### src/rtl/serial_cla_subtractor.sv
// Multi-cycle subtractor: a - b - borrow_in computed as a + ~b + ~borrow_in,
// CHUNK bits per cycle through a carry-lookahead slice, least significant chunk first.
// Optional feature macro: SUB_OVERFLOW_EN enables the signed overflow flag; when
// undefined the overflow port is tied low and no overflow logic is built.
module serial_cla_subtractor #(
    parameter int unsigned WIDTH = 8,
    parameter int unsigned CHUNK = 4
) (
    input  logic             clk,
    input  logic             rst_n,
    input  logic             in_valid,
    output logic             in_ready,
    input  logic [WIDTH-1:0] a,
    input  logic [WIDTH-1:0] b,
    input  logic             borrow_in,
    output logic             out_valid,
    input  logic             out_ready,
    output logic [WIDTH-1:0] diff,
    output logic             borrow_out,
    output logic             overflow
);

    localparam int unsigned N    = WIDTH / CHUNK;
    localparam int unsigned IdxW = (N > 1) ? $clog2(N) : 1;
    localparam logic [IdxW-1:0] LastIdx = IdxW'(N - 1);

    typedef enum logic [1:0] {
        StIdle = 2'd0,
        StCalc = 2'd1,
        StDone = 2'd2
    } state_e;

    state_e            state_q, state_d;
    logic [WIDTH-1:0]  a_q, a_d;
    // Subtrahend is stored already inverted so the datapath is a plain adder.
    logic [WIDTH-1:0]  nb_q, nb_d;
    logic              carry_q, carry_d;
    logic [IdxW-1:0]   idx_q, idx_d;
    logic [WIDTH-1:0]  diff_q, diff_d;
    logic              borrow_q, borrow_d;

    // Lookahead slice signals for the chunk currently selected by idx_q.
    logic [CHUNK-1:0]  x_chunk;
    logic [CHUNK-1:0]  y_chunk;
    logic [CHUNK-1:0]  p;
    logic [CHUNK-1:0]  g;
    logic [CHUNK:0]    c;
    logic [CHUNK-1:0]  sum;

`ifdef SUB_OVERFLOW_EN
    logic              overflow_q, overflow_d;
`endif

    // Chunk select and carry-lookahead adder slice.
    always_comb begin
        x_chunk = a_q[idx_q * CHUNK +: CHUNK];
        y_chunk = nb_q[idx_q * CHUNK +: CHUNK];
        p       = x_chunk ^ y_chunk;
        g       = x_chunk & y_chunk;
        c       = '0;
        c[0]    = carry_q;
        // Each carry is a flat sum of products of generates, propagates and c[0],
        // so no carry depends on a lower carry inside the slice.
        for (int i = 0; i < int'(CHUNK); i++) begin
            logic prop;
            logic term;
            term = g[i];
            prop = p[i];
            for (int j = i - 1; j >= 0; j--) begin
                term = term | (prop & g[j]);
                prop = prop & p[j];
            end
            c[i+1] = term | (prop & carry_q);
        end
        sum = p ^ c[CHUNK-1:0];
    end

    // Next-state logic for the handshake FSM and the operand/result registers.
    always_comb begin
        state_d  = state_q;
        a_d      = a_q;
        nb_d     = nb_q;
        carry_d  = carry_q;
        idx_d    = idx_q;
        diff_d   = diff_q;
        borrow_d = borrow_q;
`ifdef SUB_OVERFLOW_EN
        overflow_d = overflow_q;
`endif

        unique case (state_q)
            StIdle: begin
                if (in_valid) begin
                    a_d     = a;
                    nb_d    = ~b;
                    carry_d = ~borrow_in;
                    idx_d   = '0;
                    state_d = StCalc;
                end
            end
            StCalc: begin
                diff_d[idx_q * CHUNK +: CHUNK] = sum;
                carry_d = c[CHUNK];
                if (idx_q == LastIdx) begin
                    idx_d    = '0;
                    borrow_d = ~c[CHUNK];
`ifdef SUB_OVERFLOW_EN
                    // Operand signs differ (a_msb == ~b_msb) and result sign differs from a.
                    overflow_d = (a_q[WIDTH-1] == nb_q[WIDTH-1]) &&
                                 (sum[CHUNK-1] != a_q[WIDTH-1]);
`endif
                    state_d  = StDone;
                end else begin
                    idx_d = idx_q + 1'b1;
                end
            end
            StDone: begin
                if (out_ready) begin
                    state_d = StIdle;
                end
            end
            default: begin
                state_d = StIdle;
            end
        endcase
    end

    // State and datapath registers with asynchronous clear.
    always_ff @(posedge clk or negedge rst_n) begin
        if (!rst_n) begin
            state_q  <= StIdle;
            a_q      <= '0;
            nb_q     <= '0;
            carry_q  <= 1'b0;
            idx_q    <= '0;
            diff_q   <= '0;
            borrow_q <= 1'b0;
        end else begin
            state_q  <= state_d;
            a_q      <= a_d;
            nb_q     <= nb_d;
            carry_q  <= carry_d;
            idx_q    <= idx_d;
            diff_q   <= diff_d;
            borrow_q <= borrow_d;
        end
    end

`ifdef SUB_OVERFLOW_EN
    // Overflow flag register, only present when the feature is enabled.
    always_ff @(posedge clk or negedge rst_n) begin
        if (!rst_n) begin
            overflow_q <= 1'b0;
        end else begin
            overflow_q <= overflow_d;
        end
    end

    assign overflow = overflow_q;
`else
    assign overflow = 1'b0;
`endif

    assign in_ready   = (state_q == StIdle);
    assign out_valid  = (state_q == StDone);
    assign diff       = diff_q;
    assign borrow_out = borrow_q;

endmodule

### config.mk
export PLATFORM = sky130hd
export DESIGN_NAME = serial_cla_subtractor
export DESIGN_NICKNAME = d
export VERILOG_FILES = /design/src/rtl/serial_cla_subtractor.sv
export SDC_FILE = /design/constraint.sdc
export NUM_CORES = 1
export LEC_CHECK = 0
export CELL_PAD_IN_SITES_DETAIL_PLACEMENT = 2
export CELL_PAD_IN_SITES_GLOBAL_PLACEMENT = 2
export CORE_AREA = 4 4 76 71
export DETAILED_ROUTE_END_ITERATION = 10
export DIE_AREA = 0 0 80 75
export GPL_TIMING_DRIVEN = 0
export PLACE_DENSITY = 0.86
export RECOVER_POWER = 25
export SLEW_MARGIN = 30
export SYNTH_ARGS = -nofsm -noshare
export SYNTH_HDL_FRONTEND = slang
export SYNTH_SLANG_ARGS = --single-unit
### constraint.sdc
create_clock -name clk -period 2.7 [get_ports clk]
set_input_delay 0.54 -clock clk [delete_from_list [all_inputs] [get_ports clk]]
set_output_delay 0.54 -clock clk [all_outputs]
set_load 0.01 [all_outputs]
==> results.py <==
metrics = {
    "run_status": {
        "status": "finished, violations left",
        "violations": "max-capacitance violations, max-slew violations",
    },
    "critical_path": {
        "crit_fanout": 10,
        "crit_required_ns": 2.89,
        "endpoint_kind": "flop",
        "crit_arrival_ns": 2.65,
        "crit_path_cell_trace": "clkbuf_1, mux2_2, ha_1, a21o_1, a2111o_1, o211ai_1",
        "critPathKind": "reg2reg",
        "cp-start-kind": "flop",
        "cpMaxStageDelayCell": "clkbuf_1",
        "critPathMaxStageDelay_ns": 0.45,
    },
    "synthesis": {
        "synth_area_leaders": "dfrtp_1 52%, mux2_2 15%, nand2_1 4.8%, ha_1 4.5%, o21ai_0 4.3%",
        "synth_warnings": 0,
        "netlist_instances": 121,
        "synth_seq_cells": 29,
        "yosysUniqueCellTypes": 29,
        "synthesis.area_sq_mm": 0.00139,
        "avgSynthCellArea_sq_um": 11.5,
        "synth_seq_area_share_pct": 52.1,
        "synth_nets": 148,
        "synth_top_cell_by_area": "dfrtp_1",
        "yosys.area.top_type_share_pct": 52.1,
    },
    "route": {
        "drcViolationCount": 0,
        "antenna_left": 0,
        "drt_pre_antenna_iters": 4,
        "drt-total-wl_um": 3540,
        "wl_per_cell_um": 15.8,
        "drt-initial-drc-count": 52,
        "vias_per_cell": 4.74,
        "vias": 1061,
    },
    "layout": {
        "fillers": 519,
        "design_area_sq_mm": 0.00187,
        "fin_cells": 224,
        "layout_commonest_cell": "clkdlybuf4s50_1",
        "fin_nets": 186,
        "area_delta_synth_final_pct": 33.8,
        "diodes": 0,
        "final_cell_mix": "30 x clkdlybuf4s50_1, 29 x dfrtp_1, 18 x mux2_2, 18 x nand2_1, 12 x o21ai_0",
        "drive_above_1_share_pct": 17.6,
    },
    "sta": {
        "worstMarginPinSlew_ns": 1.53,
        "min_period_over_period_pct": 91.4,
        "finClkSkew_ns": 0.00845,
        "fin_setup_tns_ns": 0,
        "finalMaxSlewViolations": 30,
        "hold_violations": 0,
        "rsz0062_at_grt": "no",
        "worst_slew_margin_rel_pct": -1.73,
        "min_period_ns": 2.47,
        "setup_violations": 0,
        "setup_ws_ns": 0.233,
        "fmax_mhz": 405,
    },
    "power_and_ir_drop": {
        "p_leak_nw": 0.814,
        "vdd_drop_max_mv": 0.377,
        "p_per_area_mw_per_mm2": 1370,
    },
    "placed_design": {
        "placed_cells": 217,
        "place.gp.congestion": 0.738,
        "dp_hpwl_um": 2730,
        "place_area_sq_mm": 0.00178,
        "pre_cts_ws_ns": 0.240,
        "port_buffers": 31,
    },
    "floorplanning": {
        "io_pins": 33,
        "fp.coreArea_sq_mm": 0.00468,
        "start_util_pct": 29.8,
        "die_area_sq_mm": 0.00600,
        "die_h_um": 75,
        "die_w_um": 80,
        "row_count": 24,
    },
    "cts": {
        "h-tree-depth": 2,
        "cts_made_buffers": 5,
        "postCtsResizedCells": 0,
        "clk_latency_ns": 0.28,
        "post_cts_buffers": 0,
        "cts_max_path_buffers": 2,
        "cts_hold_buffers": 0,
        "clkTransAtPathRegs_ns": 0.06,
        "tritoncts": "built",
        "cts_sinks": 29,
        "root_buffer": "clkbuf_8",
    },
    "global_routing": {
        "antenna_found_initial": 0,
        "overflow": 0,
        "grt_pass1_wl_um": 5920,
        "grt_usage_pct": 13.2,
        "grt_max_degree": 30,
        "grt_pass1_vias": 1148,
    },
    "worst_hold_path": {
        "hp-class": "reg2reg",
    },
    "run": {
        "max-cap-violations": 1,
    },
}
-- cell type report --
class	count	area, sq um	area share (%)
buffer	6	42.5	2.28
tap	65	81.3	4.36
clock buffer	7	86.3	4.63
inverter	3	11.3	0.604
multi-input combinational	83	614	32.9
sequential	29	726	38.9
timing repair buffer	31	304	16.3
-- final timing paths --
path / start / end / slack [ns] / cells after the start
max: idx_q / diff[2] / 0.23 / 6
min: nb_q[2] / nb_q[2] / 0.48 / 2
max reg2reg: idx_q / diff[2] / 0.23 / 6
min reg2reg: nb_q[2] / nb_q[2] / 0.48 / 2
max in group asynchronous: rst_n / nb_q[6] / 1.18 / 1
min in group asynchronous: rst_n / idx_q / 0.62 / 1
-- Yosys cell counts, drive strengths merged --
master,n
dfrtp,29
mux2,18
nand2,18
o21ai,12
ha,5
buf,4
a21oi,3
inv,3
nor2,3
o31ai,3
a2111o,2
clkbuf,2
nand2b,2
nand3,2
o211ai,2
or3b,2
a21o,1
and2,1
and2b,1
conb,1
fa,1
nand3b,1
o211a,1
o22ai,1
o32a,1
or2b,1
xnor2,1
-- through the flow --
| step | power (W) | util, % | hold slack (ns) |
|---|---|---|---|
| after floorplan | 0.00170 | - | 0.244 |
| after global placement | 0.00208 | 38.1 | 0.462 |
| after detailed placement | 0.00222 | 38.0 | 0.483 |
| after CTS | 0.00260 | 39.9 | 0.307 |
| after global routing | 0.00278 | 39.8 | 0.509 |
| final | 0.00255 | 39.8 | 0.484 |
-- where the power goes --
group | internal (W) | switching [W] | total, W
clock | 0.000202 | 0.000155 | 0.000356
sequential | 0.000660 | 0.000135 | 0.000794
combinational | 0.000679 | 0.000719 | 0.00140
-- worst max-delay path, delay by kind of cell, from the launching register on --
kind            cells  cell delay, ns
flops               1            0.37
fa+ha+maj           1            0.32
mux                 1            0.45
buf+inv             1            0.45
compound gates      3            0.77
-- metal layers --
metal	global-route usage [%]	vias to the layer above	wire length, um
met5	0	-	0
met1	15.5	527	1480
met2	22.9	27	1820
li1	-	500	-
met4	6.19	0	63
met3	3.23	7	184
-- kinds of logic (layout without fill, tap and decap cells) --
logic type               count (synthesis)  count (layout)  synth area share [%]
other                                    1               1                 0.269
multiplexers                            18              18                  14.5
buffers and inverters                    9              47                  3.86
flip-flops                              29              29                  52.1
adder cells (fa/ha/maj)                  6               6                  5.92
AND/OR/NAND/NOR                         31              31                  10.6
XOR/XNOR                                 1               1                 0.628
AO/OA/AOI/OAI                           26              26                  12.1
-- sequential cells by signal, indices dropped and copies added, names as in the netlist --
name / cells
a_q: 8
borrow_out: 1
carry_q: 1
diff: 8
idx_q: 1
nb_q: 8
state_q: 2
Power figures use the tool's default switching activity.
